$ cat config.mk
export PLATFORM = sky130hd
export DESIGN_NAME = sparse_conv_layer_sched
export DESIGN_NICKNAME = d
export VERILOG_FILES = /design/src/rtl/sparse_conv_layer_sched.sv
export SDC_FILE = /design/constraint.sdc
export NUM_CORES = 1
export LEC_CHECK = 0
export CAP_MARGIN = 10
export CORE_MARGIN = 2
export CORE_UTILIZATION = 55
export CTS_BUF_LIST = sky130_fd_sc_hd__clkbuf_8
export DETAILED_ROUTE_END_ITERATION = 16
export PLACE_DENSITY_LB_ADDON = 0.1
export SKIP_CTS_REPAIR_TIMING = 1
export SLEW_MARGIN = 25
export SYNTH_ARGS = -nofsm -noshare
export SYNTH_HDL_FRONTEND = slang
export SYNTH_SLANG_ARGS = --single-unit
$ cat constraint.sdc
create_clock -name clk -period 4.25 [get_ports clk]
set_clock_uncertainty 0.1 [all_clocks]
set_input_delay 0.85 -clock clk [delete_from_list [all_inputs] [get_ports clk]]
set_output_delay 0.85 -clock clk [all_outputs]
set_load 0.02 [all_outputs]
$ cat src/rtl/sparse_conv_layer_sched.sv
// Layer controller: per kernel pass clears the datapath, streams a feature map, waits for the result, then strobes a store.
// All outputs registered (start -> dp_clear in 1 cycle); no back-pressure on the feature stream, abort cancels within 1 cycle.
module sparse_conv_layer_sched #(
  parameter int IMG_PIXELS  = 784,
  parameter int ADDR_W      = 10,
  parameter int KSEL_W      = 8,
  parameter int TIMEOUT_CYC = 4096
) (
  input  logic              clk,
  input  logic              rst,
  input  logic              start,
  input  logic [KSEL_W-1:0] num_kernels,
  input  logic              abort,
  input  logic              dp_done,
  output logic              dp_clear,
  output logic              feat_rd_en,
  output logic [ADDR_W-1:0] feat_rd_addr,
  output logic              feature_in_valid,
  output logic [KSEL_W-1:0] kernel_sel,
  output logic              result_we,
  output logic [KSEL_W-1:0] result_idx,
  output logic              busy,
  output logic              layer_done,
  output logic              timeout_err
);

  localparam int WAIT_W = (TIMEOUT_CYC > 1) ? $clog2(TIMEOUT_CYC) : 1;

  typedef enum logic [2:0] {
    S_IDLE,
    S_CLEAR,
    S_LOAD,
    S_WAIT,
    S_STORE,
    S_DONE
  } state_t;

  state_t              state, state_nxt;
  logic [ADDR_W-1:0]   pix_cnt;
  logic [WAIT_W-1:0]   wait_cnt;
  logic [KSEL_W-1:0]   kcnt;
  logic [KSEL_W-1:0]   nk_q;
  logic                done_q;

  logic                done_edge;
  logic                pix_last;
  logic                wait_last;
  logic                pass_last;
  logic                start_acc;
  logic                timeout_hit;

  always_comb begin
    done_edge = dp_done & ~done_q;
    pix_last  = (pix_cnt == ADDR_W'(IMG_PIXELS - 1));
    wait_last = (wait_cnt == WAIT_W'(TIMEOUT_CYC - 1));
    pass_last = (kcnt == nk_q - KSEL_W'(1));
    start_acc = (state == S_IDLE) && start;
  end

  always_comb begin
    state_nxt   = state;
    timeout_hit = 1'b0;
    case (state)
      S_IDLE: begin
        if (start) begin
          state_nxt = (num_kernels != '0) ? S_CLEAR : S_DONE;
        end
      end
      S_CLEAR: state_nxt = S_LOAD;
      S_LOAD: begin
        if (pix_last) begin
          state_nxt = S_WAIT;
        end
      end
      S_WAIT: begin
        if (done_edge) begin
          state_nxt = S_STORE;
        end else if (wait_last) begin
          state_nxt   = S_DONE;
          timeout_hit = 1'b1;
        end
      end
      S_STORE: state_nxt = pass_last ? S_DONE : S_CLEAR;
      S_DONE:  state_nxt = S_IDLE;
      default: state_nxt = S_IDLE;
    endcase

    // abort overrides whatever the pass was about to do
    if (abort && (state != S_IDLE) && (state != S_DONE)) begin
      state_nxt   = S_IDLE;
      timeout_hit = 1'b0;
    end
  end

  always_ff @(posedge clk) begin
    if (rst) begin
      state            <= S_IDLE;
      pix_cnt          <= '0;
      wait_cnt         <= '0;
      kcnt             <= '0;
      nk_q             <= '0;
      done_q           <= 1'b0;
      dp_clear         <= 1'b0;
      feat_rd_en       <= 1'b0;
      feature_in_valid <= 1'b0;
      result_we        <= 1'b0;
      result_idx       <= '0;
      busy             <= 1'b0;
      layer_done       <= 1'b0;
      timeout_err      <= 1'b0;
    end else begin
      state            <= state_nxt;
      dp_clear         <= (state_nxt == S_CLEAR);
      feat_rd_en       <= (state_nxt == S_LOAD);
      feature_in_valid <= feat_rd_en;
      result_we        <= (state_nxt == S_STORE);
      layer_done       <= (state_nxt == S_DONE);
      busy             <= (state_nxt != S_IDLE);

      if (start_acc) begin
        timeout_err <= 1'b0;
        if (num_kernels != '0) begin
          nk_q <= num_kernels;
          kcnt <= '0;
        end
      end else if (timeout_hit) begin
        timeout_err <= 1'b1;
      end

      if (state == S_CLEAR) begin
        pix_cnt <= '0;
      end else if ((state == S_LOAD) && !pix_last) begin
        pix_cnt <= pix_cnt + ADDR_W'(1);
      end

      // tracked through LOAD too, so a level already high at WAIT entry is not an edge
      done_q <= (state == S_CLEAR) ? 1'b0 : dp_done;

      if (state == S_LOAD) begin
        wait_cnt <= '0;
      end else if (state == S_WAIT) begin
        wait_cnt <= wait_cnt + WAIT_W'(1);
      end

      if (state_nxt == S_STORE) begin
        result_idx <= kcnt;
      end
      if ((state == S_STORE) && (state_nxt == S_CLEAR)) begin
        kcnt <= kcnt + KSEL_W'(1);
      end
    end
  end

  assign feat_rd_addr = pix_cnt;
  assign kernel_sel   = kcnt;

endmodule

==> flow_summary.rst, run 1 <==
.. list-table::
   :header-rows: 1

   * - Metric
     - Value
   * - Status
     - finished clean
   * - Rel. slew slack
     - 53.13%
   * - Clock latency on the worst-skew pair
     - 0.33 ns
   * - Mean Syn Cell Area
     - 8.391 um^2
   * - X dimension of the die
     - 74.96 um
   * - Cell area after synthesis
     - 2769 um^2
   * - Maximum fanout along the worst path
     - 12
   * - CP Class
     - in2reg
   * - Combinational share of power
     - 9.9%
   * - Post-synthesis register bit count
     - 57
   * - Routed WL
     - 6126 um
   * - Boundary pin count
     - 46
   * - Cell chosen for the clock root
     - clkbuf_8
   * - Dominant register cell in the synthesized netlist
     - dfxtp_1
   * - Synthesized-area fraction occupied by xor and xnor cells
     - 8.224%
   * - Max Transition Viols Final
     - 0
   * - Diode insertion count for antenna repair
     - 0
   * - Cell count of the worst hold path
     - 2
   * - Critical path endpoint category
     - register
   * - Net Sw Frac
     - 24.18%
   * - Net Count, Synth
     - 347
   * - Pin count of the biggest net entering global routing
     - 37
   * - Number of synthesized flops with an enable pin
     - 0
   * - Initial cell density of the core
     - 57.86%
   * - Fraction of power consumed by sequential logic
     - 51.0%
   * - Die height
     - 74.96 um
   * - Worst endpoint data arrival time
     - 3.15 ns
   * - Fraction of registers with async set or reset after synthesis
     - 0%
   * - Fraction of the yosys area taken by sequential cells
     - 41.21%
   * - CTS buffer count
     - 9
   * - Syn-to-layout area delta
     - 23.63%
   * - Worst Max-Slew Pin Slew
     - 0.6933 ns
   * - Cell depth of the worst flop-to-flop path
     - 6
   * - Num rows
     - 25
   * - Total global-route track usage
     - 23.59%
   * - Final Wtd Congestion
     - 0.8463
   * - Count of routing violations after the opening detailed-route iteration
     - 147
   * - Number of DRC violations after detailed routing
     - 0
   * - Max-cap violations
     - 0
   * - Die outline area
     - 5618 um^2
   * - Synth Area in Compound Gates
     - 10.94%
   * - Drt via density
     - 5.473
   * - Clock Sinks
     - 57
   * - Clock network fraction of design power
     - 39.1%
   * - Routed vias
     - 2430
   * - Synthesized-area fraction occupied by and/or/nand/nor cells
     - 29.19%
   * - Final worst hold slack
     - 0.3627 ns
   * - Area share of the largest cell type after synthesis
     - 41.21%
   * - Adder-cell share of the synthesized area
     - 1.808%
   * - Unrepaired setup endpoints after global routing
     - false
   * - Cells taking the most area after synthesis
     - dfxtp_1 (41%), nor2_1 (6.9%), xor2_1 (5.4%), mux2i_1 (5.1%), nand2_1 (3.0%)
   * - Via count of the first global-routing pass
     - 2230
   * - Number of setup violations in the final report
     - 0
   * - Number of antenna violations at the first check in global routing
     - 0
   * - Count of endpoints failing hold in the final timing report
     - 0
   * - Worst hold start
     - result_idx[7]
   * - Clock period minus worst slack
     - 2.995 ns
   * - Capture instance of the worst register-to-register path
     - kernel_sel[6]
   * - Crit start category
     - primary input
   * - Number of distinct standard cells referenced by the synthesized netlist
     - 48
   * - Number of buffers inserted by port buffering
     - 45
   * - Fill cell count
     - 395
   * - Total internal power
     - 0.8249 mW
   * - TritonCTS clock tree
     - built
   * - Ranking of synthesized cells by instance count
     - dfxtp_1 (57), nor2_1 (51), nand2_1 (22)
   * - Placeable core region
     - 4786 um^2
   * - Clock slew at reported path FFs
     - 0.06 ns
   * - Power per Cell Area
     - 317.8 nW/um^2
   * - Aggregate negative setup slack
     - 0 ns
   * - Aggregate global routing overflow
     - 0
   * - Yosys warnings
     - 0
   * - Mux share of post-synthesis cell area
     - 5.061%
   * - Count leader, synth
     - dfxtp_1
   * - Total leakage power
     - 1.298 nW
   * - IR drop worst, VDD
     - 218.5 uV
   * - Wire length per cell after detailed routing
     - 13.80 um
   * - Post-synthesis cell count
     - 330
   * - Nets
     - 391
   * - Wire length of the first global-routing pass
     - 10090 um
   * - Share of layout cells above drive strength 1
     - 5.836%
   * - Worst flop-to-flop path startpoint
     - state[1]
   * - Final worst-path cycle share
     - 70.48%
   * - CP Data Required Time
     - 4.40 ns
   * - Reg-to-reg slack, setup
     - 1.45 ns
   * - Net Switching
     - 0.2631 mW
   * - Hold EP
     - result_idx[7]
   * - Main combinational cell family by area after synthesis
     - simple AND/OR/NAND/NOR gates
   * - Path type of the worst min-delay path
     - reg2reg
   * - H-tree levels
     - 3
   * - Remaining number of nets flagged by the antenna check after routing
     - 0
   * - 1st-pass router iterations
     - 4
   * - FMAX
     - 0.3339 GHz
   * - Core utilization of the finished layout
     - 71.53%
   * - Library cell occupying the most area in the post-synthesis netlist
     - dfxtp_1
   * - Half-perimeter wire length of the detailed placement result
     - 4277 um
   * - Maximum clock insertion buffer count
     - 2
worst max path at each step:
stage                        from            end  cells past startpoint
after CTS                 dp_done  kernel_sel[6]                      7
after floorplan             start  kernel_sel[0]                      7
after global routing      dp_done  kernel_sel[6]                      7
after detailed placement  dp_done  kernel_sel[6]                      7
final                     dp_done  kernel_sel[6]                      7
after global placement    dp_done  kernel_sel[6]                      7
final cells by class:
type	instances	area [um^2]	share of cell area, %
Sequential cell	57	1141	33.33
Timing Repair Buffer	49	480.5	14.04
Clock buffer	11	151.4	4.423
Clock inverter	3	11.26	0.3289
Inverter	7	26.28	0.7675
Tap cell	67	83.83	2.449
Multi-Input combinational cell	250	1529	44.66
layout by cell type (no fill, tap or decap), drive strengths merged, types with 4 or more instances in the layout:
master	n
clkdlybuf4s50	45
dfxtp	57
inv	10
or3	4
nor2	51
mux2i	14
ha	4
xor2	17
clkbuf	11
nand3	10
and3	10
nand4	7
xnor2	9
nand2b	12
buf	4
nor4	8
nand2	22
o21ai	11
o22ai	7
a21oi	16
nor3	13
state kept, by name, indices dropped and copies added (netlist names):
name              flops
feat_rd_en            1
busy                  1
result_we             1
layer_done            1
feature_in_valid      1
done_q                1
kernel_sel            8
nk_q                  8
result_idx            8
state                 3
dp_clear              1
wait_cnt             12
feat_rd_addr         10
timeout_err           1
worst max-delay path: stages:
cell,delay (ns)
clkdlybuf4s50_1,0.48
inv_1,0.05
o311ai_0,0.44
nor2_1,0.18
or3b_4,0.47
or3_1,0.45
o22ai_1,0.23
metal layers:
layer  GRT usage [%]  part of all wire, %
met2           35.87                   45
met5               0                    0
met3           9.237                  6.3
met1           31.14                   48
met4           6.944                 0.34
power groups by stage:
stage	Combinational (mW)	Sequential, mW	Clock [mW]
after floorplan	0.0752	0.565	0
after global placement	0.104	0.567	0
after detailed placement	0.107	0.567	0
after CTS	0.107	0.555	0.439
after global routing	0.118	0.557	0.459
final	0.107	0.555	0.425
cell families after synthesis:
logic type	after synthesis
AND/OR/NAND/NOR	157
flip-flops	57
AO/OA/AOI/OAI	49
XOR/XNOR	26
buffers and inverters	23
multiplexers	14
adder cells (fa/ha/maj)	4
through the flow:
| stage | setup slack, ns | cells | area (um^2) | power [mW] |
|---|---|---|---|---|
| global placement | 1.025 | 430 | 3261 | 0.6710 |
| detailed placement | 0.9410 | 430 | 3261 | 0.6733 |
| CTS | 1.294 | 444 | 3423 | 1.102 |
| floorplan | 1.627 | 330 | 2769 | 0.6404 |
| finish | 1.255 | 444 | 3423 | 1.088 |
| global route | 1.124 | 444 | 3423 | 1.133 |
Note: power is estimated with default switching activity, not from simulation.
==> inputs of run 2 (changes only) <==
- CORE_UTILIZATION: 55 -> 50
- clock period: 4.25 -> 2.4 ns (I/O delays scaled with it)
==> flow_summary.rst, run 2 (synthesis results as in run 1) <==
.. list-table::
   :header-rows: 1

   * - Metric
     - Value
   * - Status
     - complete, but fails checks
   * - Violated checks
     - negative setup slack
   * - Cell depth of the worst flop-to-flop path
     - 6 (unchanged)
   * - Total leakage power
     - 1.565 nW (+21%)
   * - Routed vias
     - 2675 (+10%)
   * - Wire length per cell after detailed routing
     - 13.47 um (-2.4%)
   * - Rel. slew slack
     - 69.94% (+17 points)
   * - Path type of the worst min-delay path
     - reg2reg
   * - Num rows
     - 27 (+8.0%)
   * - X dimension of the die
     - 78.42 um (+4.6%)
   * - Global Route met3 Usage
     - 4.713% (-4.5 points)
   * - Die height
     - 78.42 um (+4.6%)
   * - Worst Max-Slew Pin Slew
     - 0.4468 ns (-0.2465 ns)
   * - Boundary pin count
     - 46 (unchanged)
   * - TritonCTS clock tree
     - built
   * - Maximum clock insertion buffer count
     - 2 (unchanged)
   * - Number of setup violations in the final report
     - 2 (+2)
   * - Aggregate global routing overflow
     - 0 (unchanged)
   * - Register with the most flip-flops
     - wait_cnt
   * - Maximum fanout along the worst path
     - 6 (-6)
   * - Routed WL
     - 6695 um (+9.3%)
   * - Number of buffers inserted by port buffering
     - 45 (unchanged)
   * - Half-perimeter wire length of the detailed placement result
     - 4701 um (+9.9%)
   * - CTS buffer count
     - 9 (unchanged)
   * - CP Class
     - reg2reg
   * - Reg-to-reg slack, setup
     - -0.02 ns (-1.47 ns)
   * - Via count of the first global-routing pass
     - 2476 (+11%)
   * - Combinational share of power
     - 12.7% (+2.8 points)
   * - Placed instance area
     - 3621 um^2 (+11%)
   * - Nets
     - 437 (+12%)
   * - Critical path endpoint category
     - register
   * - M2 GR Usage
     - 38.79% (+2.9 points)
   * - Number of DRC violations after detailed routing
     - 0 (unchanged)
   * - Clock slew at reported path FFs
     - 0.07 ns (about the same)
   * - Count of endpoints failing hold in the final timing report
     - 0 (unchanged)
   * - Count of routing violations after the opening detailed-route iteration
     - 99 (-33%)
   * - Total global-route track usage
     - 22.54% (-1.1 points)
   * - Drt via density
     - 5.382 (-1.7%)
   * - Final cell area excluding filler cells
     - 3938 um^2 (+15%)
   * - Cell chosen for the clock root
     - clkbuf_8
   * - Power per Cell Area
     - 514.3 nW/um^2 (+62%)
   * - Crit start category
     - register
   * - Clock network fraction of design power
     - 39.2% (about the same)
   * - Die outline area
     - 6149 um^2 (+9.4%)
   * - Number of antenna violations at the first check in global routing
     - 0 (unchanged)
   * - Placeable core region
     - 5439 um^2 (+14%)
   * - Wire length of the first global-routing pass
     - 10900 um (+7.9%)
   * - Post-layout worst setup margin
     - -0.01501 ns (-1.270 ns)
   * - Fraction of power consumed by sequential logic
     - 48.1% (-2.9 points)
   * - Max-cap violations
     - 0 (unchanged)
   * - IR drop worst, VDD
     - 309.3 uV (+42%)
   * - Final Wtd Congestion
     - 0.8324 (-1.6%)
   * - FMAX
     - 0.4141 GHz
   * - Largest register FFs
     - 12 (unchanged)
   * - Unrepaired setup endpoints after global routing
     - true
   * - Pin count of the biggest net entering global routing
     - 16 (-57%)
   * - Final worst-path cycle share
     - 100.6%
   * - Share of layout cells above drive strength 1
     - 22.59% (+17 points)
   * - Most frequent cells in the layout
     - dfxtp_1 (54), nor2_1 (51), buf_4 (49), clkdlybuf4s50_1 (45), nand2_1 (22)
   * - Net Sw Frac
     - 25.41% (+1.2 points)
   * - Diode insertion count for antenna repair
     - 0 (unchanged)
   * - Initial cell density of the core
     - 50.91% (-6.9 points)
   * - CP Data Required Time
     - 2.57 ns (-1.83 ns)
   * - Clock Sinks
     - 57 (unchanged)
   * - Total internal power
     - 1.510 mW (+83%)
   * - H-tree levels
     - 3 (unchanged)
   * - Net Switching
     - 0.5146 mW (+96%)
   * - Worst endpoint data arrival time
     - 2.58 ns (-0.57 ns)
   * - Max Transition Viols Final
     - 0 (unchanged)
   * - Met1 usage
     - 26.50% (-4.6 points)
   * - 1st-pass router iterations
     - 4 (unchanged)
   * - Remaining number of nets flagged by the antenna check after routing
     - 0 (unchanged)
   * - Final worst hold slack
     - 0.3652 ns (+0.002579 ns)
   * - Setup Slack @ Placement
     - -0.3618 ns (-1.303 ns)
   * - Fill cell count
     - 442 (+12%)
   * - Most common library cell in the layout ignoring fill and taps
     - dfxtp_1
   * - Cell count of the worst hold path
     - 2 (unchanged)
   * - Syn-to-layout area delta
     - 42.21%
   * - Aggregate negative setup slack
     - -0.02489 ns (-0.02489 ns)
   * - Clock latency on the worst-skew pair
     - 0.34 ns (about the same)
   * - Number of non-filler instances in the completed layout
     - 497 (+12%)
   * - Clock period minus worst slack
     - 2.415 ns
   * - Busiest grt layer
     - met2
   * - Dpl cells
     - 479 (+11%)
==> run 2: path summary, 6_finish.rpt <==
kind | endpoint | startpoint
setup / recovery | kernel_sel[6] | feat_rd_addr[5]
hold / removal | result_idx[7] | result_idx[7]
setup reg to reg | kernel_sel[6] | feat_rd_addr[5]
hold reg to reg | result_idx[7] | result_idx[7]
==> run 2: area by class of cell <==
class,instances,area (um^2),area share (%)
tap,72,90.09,2.288
inverter,7,26.28,0.6673
multi-input combinational,250,1659,42.14
sequential,57,1150,29.20
clock buffer,11,151.4,3.845
timing repair buffer,95,838.3,21.29
clock inverter,5,22.52,0.5720
==> run 2: power groups by stage <==
stage	combinational, mW	sequential (mW)	clock [mW]
final	0.257	0.974	0.795
after global routing	0.281	0.975	0.856
after CTS	0.241	0.972	0.807
after detailed placement	0.238	0.994	0
after global placement	0.236	0.993	0
after floorplan	0.136	0.999	0
==> run 2: per-stage QoR <==
step                      total power [mW]  util [%]
after global placement               1.229     66.57
after floorplan                      1.135         -
final                                2.025     72.39
after global routing                 2.112     72.39
after detailed placement             1.231     66.57
after CTS                            2.020     69.77
==> run 2: worst max-delay path, stage by stage, from the launching register on <==
cell	delay [ns]
dfxtp_4	0.34
or4_4	0.55
nor4_4	0.17
o22a_2	0.22
or3b_4	0.41
or3_4	0.40
o22ai_2	0.15
==> run 2: metal layers <==
metal / wire length, um / up-vias / share of wire (%)
met3: 218 / 20 / 3.3
met1: 2911 / 1257 / 43
met5: 0 / - / 0
met2: 3372 / 54 / 50
li1: - / 1344 / -
met4: 193 / 0 / 2.9
==> inputs of run 3 (changes only) <==
--- a/constraint.sdc
+++ b/constraint.sdc
@@ -4,2 +4,2 @@
 set_output_delay 0.48 -clock clk [all_outputs]
-set_load 0.02 [all_outputs]
+set_load 0.01 [all_outputs]
==> flow_summary.rst, run 3 (synthesis results as in run 1) <==
.. list-table::
   :header-rows: 1

   * - Metric
     - Value
   * - Setup Slack @ Placement
     - -0.3403 ns (+0.02147 ns)
   * - Path type of the worst min-delay path
     - reg2reg
   * - Initial cell density of the core
     - 50.91% (unchanged)
   * - Drt via density
     - 5.331 (-0.96%)
   * - Max-cap violations
     - 0 (unchanged)
   * - Number of antenna violations at the first check in global routing
     - 0 (unchanged)
   * - Most common library cell in the layout ignoring fill and taps
     - dfxtp_1
   * - Num rows
     - 27 (unchanged)
   * - Max Transition Viols Final
     - 0 (unchanged)
   * - M2 GR Usage
     - 41.03% (+2.2 points)
   * - Syn-to-layout area delta
     - 41.30%
   * - CTS buffer count
     - 9 (unchanged)
   * - Aggregate global routing overflow
     - 0 (unchanged)
   * - Worst hold start
     - result_idx[5]
   * - Clock slew at reported path FFs
     - 0.07 ns (about the same)
   * - Maximum clock insertion buffer count
     - 2 (unchanged)
   * - Post-layout worst setup margin
     - 0.03483 ns (+0.04984 ns)
   * - Routed WL
     - 6760 um (+0.97%)
   * - Hold EP
     - result_idx[5]
   * - Reg-to-reg slack, setup
     - 0.03 ns (+0.05 ns)
   * - Worst Max-Slew Pin Slew
     - 0.4527 ns (+0.005943 ns)
   * - Register with the most flip-flops
     - wait_cnt
   * - Worst endpoint data arrival time
     - 2.53 ns (-0.05 ns)
   * - Number of setup violations in the final report
     - 0 (-2)
   * - Final worst hold slack
     - 0.3668 ns (+0.001563 ns)
   * - FMAX
     - 0.4228 GHz (+2.1%)
   * - Placeable core region
     - 5439 um^2 (unchanged)
   * - Maximum fanout along the worst path
     - 5 (-1)
   * - Power per Cell Area
     - 600.3 nW/um^2 (+17%)
   * - Final Wtd Congestion
     - 0.8565 (+2.9%)
   * - X dimension of the die
     - 78.42 um (unchanged)
   * - Met1 usage
     - 27.15% (+0.66 points)
   * - Worst flop-to-flop path startpoint
     - state[2]
   * - H-tree levels
     - 3 (unchanged)
   * - Die outline area
     - 6149 um^2 (unchanged)
   * - Unrepaired setup endpoints after global routing
     - true
   * - Final worst-path cycle share
     - 98.55% (-2.1 points)
   * - Cell count of the worst hold path
     - 2 (unchanged)
   * - Remaining number of nets flagged by the antenna check after routing
     - 0 (unchanged)
   * - Core utilization of the finished layout
     - 71.93% (-0.46 points)
   * - Number of DRC violations after detailed routing
     - 0 (unchanged)
   * - Cell depth of the worst flop-to-flop path
     - 6 (unchanged)
   * - 1st-pass router iterations
     - 4 (unchanged)
   * - TritonCTS clock tree
     - built
   * - Clock latency on the worst-skew pair
     - 0.33 ns (about the same)
   * - Cell chosen for the clock root
     - clkbuf_8
   * - Via count of the first global-routing pass
     - 2506 (+1.2%)
   * - Routed vias
     - 2644 (-1.2%)
   * - Nets
     - 436 (-0.23%)
   * - CP Class
     - reg2reg
   * - Count of endpoints failing hold in the final timing report
     - 0 (unchanged)
   * - Rel. slew slack
     - 69.54% (-0.40 points)
   * - Largest register FFs
     - 12 (unchanged)
   * - Global Route met3 Usage
     - 4.253% (-0.46 points)
   * - Diode insertion count for antenna repair
     - 0 (unchanged)
   * - Clock period minus worst slack
     - 2.365 ns (-0.04984 ns)
   * - Wire length per cell after detailed routing
     - 13.63 um (+1.2%)
   * - Half-perimeter wire length of the detailed placement result
     - 4856 um (+3.3%)
   * - Total global-route track usage
     - 23.20% (+0.66 points)
   * - Count of routing violations after the opening detailed-route iteration
     - 92 (-7.1%)
   * - Critical path endpoint category
     - register
   * - Most frequent cells in the layout
     - dfxtp_1 (52), nor2_1 (51), buf_4 (49), clkdlybuf4s50_1 (45), nand2_1 (22)
   * - Aggregate negative setup slack
     - 0 ns (+0.02489 ns)
   * - Status
     - finished clean
   * - Total leakage power
     - 1.567 nW (+0.15%)
   * - CP Data Required Time
     - 2.57 ns (about the same)
   * - Crit start category
     - register
   * - Wire length of the first global-routing pass
     - 11290 um (+3.6%)
   * - Boundary pin count
     - 46 (unchanged)
   * - Busiest grt layer
     - met2
   * - Share of layout cells above drive strength 1
     - 19.81% (-2.8 points)
   * - Clock Sinks
     - 57 (unchanged)
   * - IR drop worst, VDD
     - 498.7 uV (+61%)
   * - Capture instance of the worst register-to-register path
     - kernel_sel[1]
   * - Number of buffers inserted by port buffering
     - 45 (unchanged)
   * - Die height
     - 78.42 um (unchanged)
   * - Pin count of the biggest net entering global routing
     - 18 (+2)
-- run 3: cell count changes in the layout (fill, tap and decap cells not counted), sizes merged --
cell    before  now
bufinv       0    3
buf         50   49
inv          9    8
clkinv       3    1
-- run 3: final cells by class --
class	instances	area, um^2
multi-input combinational	250	1577
fill	449	1526
sequential	57	1147
timing repair buffer	94	818.3
clock buffer	11	151.4
clock inverter	5	102.6
tap	72	90.09
inverter	7	26.28
-- run 3: worst max-delay path by stage --
| stage | start | end | slack (ns) |
|---|---|---|---|
| floorplan | state[2] | kernel_sel[0] | -0.06 |
| global route | feat_rd_addr[5] | kernel_sel[1] | -0.03 |
| CTS | feat_rd_addr[5] | kernel_sel[6] | -0.09 |
| finish | state[2] | kernel_sel[1] | 0.03 |
| detailed placement | dp_done | kernel_sel[6] | -0.34 |
| global placement | dp_done | kernel_sel[6] | -0.35 |
-- run 3: stage by stage --
stage,cells,area (um^2),power (mW)
6_report,496,3913,2.349
5_1_grt,496,3913,2.439
4_1_cts,495,3857,2.358
3_5_place_dp,479,3603,1.227
3_3_place_gp,479,3603,1.224
2_1_floorplan,330,2793,1.134
-- run 3: report_power, final --
group / switching, mW / total, mW / internal [mW]
registers: 0.0130 / 0.976 / 0.963
logic: 0.114 / 0.238 / 0.125
clock network: 0.390 / 1.13 / 0.745
-- run 3: metal layers --
metal / routed length (um) / vias up
li1: - / 1338
met4: 114 / 0
met2: 3461 / 48
met1: 2984 / 1248
met3: 199 / 10
met5: 0 / -
-- run 3: worst max-delay path, stage by stage, from the launching register on --
cell and delay (ns):
dfxtp_2 0.34, or3b_4 0.42, nor4_4 0.26, o22a_2 0.21, or3b_4 0.41, or4_4 0.42, a21oi_2 0.14
